### src/rtl/div_pkg.sv
// Shared definitions for the signed restoring divider: default operand width
// and the controller state encoding.
package div_pkg;

   localparam int DIV_WIDTH = 32;

   typedef enum logic [1:0] {
      ST_IDLE,
      ST_CALC,
      ST_FINISH
   } div_state_t;

endpackage

### src/rtl/div_step.sv
// One restoring-division iteration: shift the next dividend bit into the
// partial remainder, trial-subtract the divisor, keep the result if non-negative.
module div_step
   import div_pkg::*;
#(
   parameter int WIDTH = DIV_WIDTH
) (
   input  logic [WIDTH-1:0] rem,
   input  logic [WIDTH-1:0] quo,
   input  logic [WIDTH-1:0] divisor,
   output logic [WIDTH-1:0] rem_next,
   output logic [WIDTH-1:0] quo_next
);

   logic [WIDTH-1:0] shifted;
   logic [WIDTH:0]   diff;
   logic             borrow;

   assign shifted = {rem[WIDTH-2:0], quo[WIDTH-1]};
   assign diff    = {1'b0, shifted} - {1'b0, divisor};
   // A set remainder MSB means the shifted value already exceeds any divisor.
   assign borrow  = diff[WIDTH] & ~rem[WIDTH-1];

   assign rem_next = borrow ? shifted : diff[WIDTH-1:0];
   assign quo_next = {quo[WIDTH-2:0], ~borrow};

endmodule

### src/rtl/div_unit.sv
// Multi-cycle signed divider: magnitudes are divided with one restoring step
// per cycle, then sign-corrected into hi (remainder) and lo (quotient).
module div_unit
   import div_pkg::*;
#(
   parameter int WIDTH = DIV_WIDTH
) (
   input  logic             clock,
   input  logic             reset,
   input  logic             start,
   input  logic [WIDTH-1:0] a,
   input  logic [WIDTH-1:0] b,
   output logic [WIDTH-1:0] hi,
   output logic [WIDTH-1:0] lo,
   output logic             busy,
   output logic             done,
   output logic             div_zero
);

   localparam int CW = $clog2(WIDTH);

   div_state_t       state_reg, state_next;
   logic [CW-1:0]    count_reg;
   logic [WIDTH-1:0] rem_reg, quo_reg, div_reg;
   logic             neg_q_reg, neg_r_reg;
   logic [WIDTH-1:0] hi_reg, lo_reg;
   logic             done_reg, div_zero_reg;

   logic [WIDTH-1:0] abs_a, abs_b;
   logic [WIDTH-1:0] rem_step, quo_step;
   logic [WIDTH-1:0] q_final, r_final;
   logic             b_zero;

   assign b_zero  = (b == '0);
   assign abs_a   = a[WIDTH-1] ? -a : a;
   assign abs_b   = b[WIDTH-1] ? -b : b;
   assign q_final = neg_q_reg ? -quo_reg : quo_reg;
   assign r_final = neg_r_reg ? -rem_reg : rem_reg;

   div_step #(.WIDTH(WIDTH)) u_step (
      .rem      (rem_reg),
      .quo      (quo_reg),
      .divisor  (div_reg),
      .rem_next (rem_step),
      .quo_next (quo_step)
   );

   always_comb begin
      state_next = state_reg;
      case (state_reg)
         ST_IDLE:   if (start && !b_zero) state_next = ST_CALC;
         ST_CALC:   if (count_reg == '0)  state_next = ST_FINISH;
         ST_FINISH: state_next = ST_IDLE;
         default:   state_next = ST_IDLE;
      endcase
   end

   always_ff @(posedge clock) begin
      if (reset) begin
         state_reg <= ST_IDLE;
      end else begin
         state_reg <= state_next;
      end
   end

   always_ff @(posedge clock) begin
      if (reset) begin
         count_reg    <= '0;
         rem_reg      <= '0;
         quo_reg      <= '0;
         div_reg      <= '0;
         neg_q_reg    <= 1'b0;
         neg_r_reg    <= 1'b0;
         hi_reg       <= '0;
         lo_reg       <= '0;
         done_reg     <= 1'b0;
         div_zero_reg <= 1'b0;
      end else begin
         done_reg     <= 1'b0;
         div_zero_reg <= 1'b0;
         case (state_reg)
            ST_IDLE: begin
               if (start && b_zero) begin
                  div_zero_reg <= 1'b1;
               end else if (start) begin
                  // The dividend magnitude is shifted out of quo_reg one bit per step.
                  rem_reg   <= '0;
                  quo_reg   <= abs_a;
                  div_reg   <= abs_b;
                  neg_r_reg <= a[WIDTH-1];
                  neg_q_reg <= a[WIDTH-1] ^ b[WIDTH-1];
                  count_reg <= CW'(WIDTH - 1);
               end
            end
            ST_CALC: begin
               rem_reg   <= rem_step;
               quo_reg   <= quo_step;
               count_reg <= count_reg - 1'b1;
            end
            ST_FINISH: begin
               hi_reg   <= r_final;
               lo_reg   <= q_final;
               done_reg <= 1'b1;
            end
            default: ;
         endcase
      end
   end

   assign hi       = hi_reg;
   assign lo       = lo_reg;
   assign busy     = (state_reg != ST_IDLE);
   assign done     = done_reg;
   assign div_zero = div_zero_reg;

endmodule

### config.mk
export PLATFORM = sky130hd
export DESIGN_NAME = div_unit
export DESIGN_NICKNAME = d
export VERILOG_FILES = /design/src/rtl/div_pkg.sv /design/src/rtl/div_step.sv /design/src/rtl/div_unit.sv
export SDC_FILE = /design/constraint.sdc
export NUM_CORES = 1
export LEC_CHECK = 0
export BUFFER_PORTS_ARGS = -buffer_cell sky130_fd_sc_hd__buf_4
export CAP_MARGIN = 25
export CORE_UTILIZATION = 46
export CTS_BUF_LIST = sky130_fd_sc_hd__clkbuf_8
export CTS_CLUSTER_SIZE = 8
export DETAILED_ROUTE_END_ITERATION = 8
export PLACE_DENSITY = 0.76
export SLEW_MARGIN = 30
export SYNTH_ARGS = -nofsm -noshare
export SYNTH_HDL_FRONTEND = slang
export SYNTH_SLANG_ARGS = --single-unit
### constraint.sdc
create_clock -name clock -period 6.5 [get_ports clock]
set_input_delay 0.65 -clock clock [delete_from_list [all_inputs] [get_ports clock]]
set_output_delay 0.65 -clock clock [all_outputs]
set_load 0.02 [all_outputs]
== Word level (Yosys, flattened, before mapping) ==
Index checks and enable logic that the tools add are counted.
Storage, ports and cells
  register bits after elaboration: 171
  output and inout port bits: 67
  word-level logic and storage cells: 60
Cells by class
  add/subtract/negate cells: 6
  equal/unequal tests: 6
  mux-type cells: 19
  bitwise operators: 6
  reduce and logical (&&, ||, !) cells: 12
Operators with widths (count)
  $mux 32: 9
  $neg 32->32: 4
  $pmux 32 s2: 2
  $sub 32x32->33: 1
  $logic_not 32->1: 1
  $mux 5: 2
  $pmux 5 s2: 1
  $ne 2x2->1 const B: 4
  $reduce_and 3->1: 2
  $logic_not 5->1: 1
  $sub 5x1->5 const B: 1
  $mux 2: 2
  $not 1->1: 4
  $pmux 2 s2: 1
  $reduce_bool 2->1: 2
  $eq 2x1->1 const B: 1
  $eq 2x2->1 const B: 1
  $logic_and 1x1->1: 2
  $logic_not 2->1: 1
  $mux 1: 2
  $reduce_and 2->1: 1
  $reduce_or 2->1: 1
  $and 1x1->1: 1
  $logic_not 1->1: 1
  $xor 1x1->1: 1

== Logic depth before layout (Yosys ltp) ==
  word-level depth: 5
  depth in mapped cells: 14

== Cells and area by module ==
A second synthesis with hierarchy kept.
Second synthesis, totals
  cells, all modules: 1396
  area total of the unflattened synthesis: 11074.4 um2
By module, submodules not included
  div_unit: times used 1, cells each 1008, area an instance 8590.7 um2
  div_step: times used 1, cells each 388, area an instance 2483.6 um2

== Worst setup path before layout ==
OpenSTA, ideal clock, no wires.
  kind: input to register
  start point: input b[6]
  end point: register div_reg[28]
  setup time: 86 ps
  data arrival time: 3452 ps
  slack: 2963 ps
  stages: 9
  path buffers: 1
  cell sequence: or4_1 > or3_1 > or4_1 > buf_2 > or3_4 > or4_1 > o31a_1 > xnor2_1 > a211oi_1
On the way
  cells in the longest elaborated chain, start to end: 4
  elaborated cells on any way between the ends: 6
RTL lines
  from (decl): RTL line div_unit.sv:12  | input logic [WIDTH-1:0] b,
  parallel branches: the longest is 4 deep, another holds $neg 32->32
  to (signal assigned): RTL line div_unit.sv:89  | div_reg <= abs_b;
  to (decl): RTL line div_unit.sv:24  | logic [WIDTH-1:0] rem_reg, quo_reg, div_reg;
Parallel ways; which one is timed is not known.
A chain may end at the register's enable or synchronous reset.

== Worst setup path in the final report ==
  start point: input b[0]
  end point: register quo_reg[23]
On the way
  cells in the longest elaborated chain, start to end: 4
RTL lines
  $logic_not 32->1: RTL line div_unit.sv:34  | assign b_zero = (b == '0);
  $logic_and 1x1->1: RTL line div_unit.sv:83  | if (start && b_zero) begin
  $ne 2x2->1 (no line)
  $reduce_and 3->1 (no line)
  to (signal assigned): RTL line div_unit.sv:88  | quo_reg <= abs_a;
  to (signal assigned): RTL line div_unit.sv:97  | quo_reg <= quo_step;
  to (decl): RTL line div_unit.sv:24
No other way between the ends.

==> flow_summary.toml <==
[logic_synthesis]
synth_cell_types = 64
post-synth-top-area-cell = "dfxtp_1"
avgSynthCellArea_um2 = 8.04
synth_top_family_by_area = "compound AO/OA/AOI/OAI gates"
synth_seq_area_share_pct = 32.4
syn_nets = 1419
yosys.area_share.adder_pct = 4.69
synthMuxAreaShare_pct = 2.27
synth_cells = 1313
synth_edf_count = 0
synth_top_cells_by_area = "dfxtp_1 (32%), xor2_1 (7.5%), a211oi_1 (7.4%), nor2_1 (5.4%), ha_1 (4.5%)"
ys_ff_latch = 171
ys_async_sr_fraction_pct = 0
ys_warn_count = 0
synth-compound-area-share_pct = 25.8
synth_flop_cell = "dfxtp_1"
synth_top_area_share_pct = 32.4
synth-simple-area-share_pct = 18.1
synth_xor_area_share_pct = 11.6
syn_area_um2 = 10600

[global_route]
gr-total-overflow = 0
grt_use_total_pct = 23.2
grt_pass1_wl_um = 44700
grt_max_degree = 99
antenna_found_initial = 0
grt_pass1_vias = 8855

[worst_setup_path]
path_class = "in -> reg"
cp-startpoint = "b[0]"
r2r-end = "rem_reg[17]"
crit_path_end = "quo_reg[23]"
timing.critical_path.buf_inv = 2
path_max_fanout = 37
crit_path_max_incr_delay_ps = 740
endpoint_kind = "flip-flop"
timing.rr.start = "quo_reg[31]"
path_depth = 12
path_cells = "buf_4, inv_1, ha_1, or3b_1, or3_1, or4_1, o41ai_2, or2_1, nand2_4, nor2_4, a22oi_1, o21ai_1"
rrSetupSlack_ps = 2680
arrival_ps = 4530
r2r_cells = 13
required_ps = 6910
cp_slowest_cell = "nor2_4"
crit_family = "simple AND/OR/NAND/NOR gates"
worstSetupStartpointType = "input port"

[clocking]
cts_buffers = 17
hold_buffers = 0
root_buffer = "clkbuf_8"
cts_setup_buffers = 0
cts.clk_slew.worst_paths_ps = 110
cts_max_level = 4
cts_tree = "yes"
post_cts_resized = 0
ctsLongestPathBuffers = 2
clkLatencyLatePin_ps = 490
numClockSinks = 171

[timing]
timing.final.crit_share_pct = 63.3
hold_violations = 0
fin_ws_ps = 2390
fin_setup_tns_ps = 0
fin_skew_ps = 17.0
worstMarginPinSlew_ps = 941
slew_headroom_pct = 37.1
setup_viol = 0
slew_violations = 0
rsz0062_at_grt = "no"
fmax_mhz = 243
min_period_ps = 4110

[power]
vdd_ir_drop_max_mv = 0.118
powerDensity_nw_per_um2 = 234
p_leak_uw = 0.00484

[floorplan]
rows = 55
die_w_um = 154
core_um2 = 22600
io_pins = 134
chipHeight_um = 154
initial_utilization_pct = 46.8
die_area_um2 = 23600

[layout]
register_area_um2 = 3430
finalNetCount = 1496
multi_input_area_um2 = 6610
diodes = 0
fin_util_pct = 53.5
layout-area-overhead-vs-synth_pct = 14.3
fill_cells = 2179
drive_gt1_share_pct = 14.1

[route]
final_antenna_net_count = 0
vias = 9643
drcViolationCount = 0
avgViaCountPerCell = 5.71
first_iter_violations = 702
routedWlPerCell_um = 16.1
routed_wl_um = 27200
firstDrtPassIters = 5

[place]
post-place-ws_ps = 1880
gp_congestion = 0.888
hpwl_um = 20300
io_buffers = 133

[job]
cap_violations = 0

[run_status]
status = "complete, no violations"

[min_path]
hold_path.class = "in -> reg"
==> layer usage <==
layer  GRT usage (%)  share of wire [%]  vias to the layer above
li1                -                  -                     4912
met1            33.1                 49                     4401
met2            35.7                 43                      295
met3            3.49                5.9                       35
met4            7.52                1.8                        0
met5               0                  0                        -
==> placed cells by master, fill, tap and decap left out, drive strengths merged, types with 4 or more instances in the layout <==
master,count
dfxtp,171
nor2,154
buf,142
nand2,109
a211oi,105
xor2,91
o21ai,89
inv,61
a21oi,50
xnor2,49
o31ai,39
ha,38
a21o,28
mux2i,24
or3,24
nor3,20
or4,19
clkbuf,17
o41ai,17
nand3,13
nor4,12
nand2b,10
or2,10
o211ai,9
nor2b,9
nand4,8
o21a,7
and3,7
a31oi,6
a32oi,6
nand3b,5
o21bai,5
a221o,5
a22oi,5
o31a,4
clkinv,4
==> stage by stage <==
stage / std cells / instance area (µm²) / hold WS [ps] / power [µW]
2_1_floorplan: 1313 / 10600 / 440 / 1860
3_3_place_gp: 1654 / 11600 / 462 / 2070
3_5_place_dp: 1654 / 11600 / 471 / 2090
4_1_cts: 1686 / 12000 / 397 / 2820
5_1_grt: 1688 / 12100 / 411 / 2990
6_report: 1688 / 12100 / 423 / 2830
==> worst register-to-register path, stage by stage, from the launching register on <==
cell      delay [ps]
dfxtp_1          350
inv_1            110
ha_1             250
fa_1             400
nor2b_1          140
o21a_1           150
o21a_1           180
o21a_1           240
a21oi_1           90
o21ai_0          570
a21o_1           380
buf_4            410
mux2i_1          320
a211oi_1         100
==> cells by family (layout without fill, tap and decap cells) <==
logic type	Yosys count	count (layout)
simple gates	405	405
mux	24	24
compound gates	397	397
flops	171	171
buf+inv	137	227
fa+ha+maj	39	39
xor+xnor	140	140
==> synth_stat cells, types with 4 or more instances <==
cell type and n:
dfxtp_1 171, nor2_1 152, nand2_1 108, a211oi_1 104, xor2_1 91, o21ai_0 71, clkbuf_1 67, inv_1 53
a21oi_1 50, xnor2_1 49, ha_1 38, o31ai_1 38, a21o_1 28, mux2i_1 24, or3_1 22, nor3_1 20
o21ai_1 18, or4_1 17, o41ai_1 15, nand3_1 13, nor4_1 12, nand2b_1 10, nor2b_1 9, o211ai_1 9
nand4_1 8, and3_1 7, buf_1 7, o21a_1 7, or2_2 7, a31oi_1 6, a32oi_1 6, buf_2 6
a221o_1 5, a22oi_1 5, nand3b_1 5, o21bai_1 5, o31a_1 4
==> power breakdown <==
| part | switching, µW | leakage (µW) | internal, µW |
|---|---|---|---|
| logic | 516 | 0.00326 | 367 |
| clock network | 457 | 0.000187 | 284 |
| registers | 87.3 | 0.00140 | 1110 |
==> worst min-delay path by stage <==
stage                     start          end  slack [ps]  depth (start not counted)
floorplan            div_reg[0]   div_reg[0]         440                          2
global placement    div_reg[11]  div_reg[11]         460                          2
detailed placement  div_reg[11]  div_reg[11]         470                          2
CTS                       start     div_zero         400                          3
global route              start     div_zero         410                          3
finish                    start     div_zero         420                          3
==> final cells by class <==
cell class / count / share of cell area (%)
inverters: 53 / 1.65
flip-flops and latches: 171 / 28.4
well taps: 285 / 2.95
clock buffers: 17 / 1.94
multi-input cells: 1005 / 54.8
repair buffers: 142 / 9.03
clock inverters: 15 / 1.23
(Power assumes the default switching activity.)
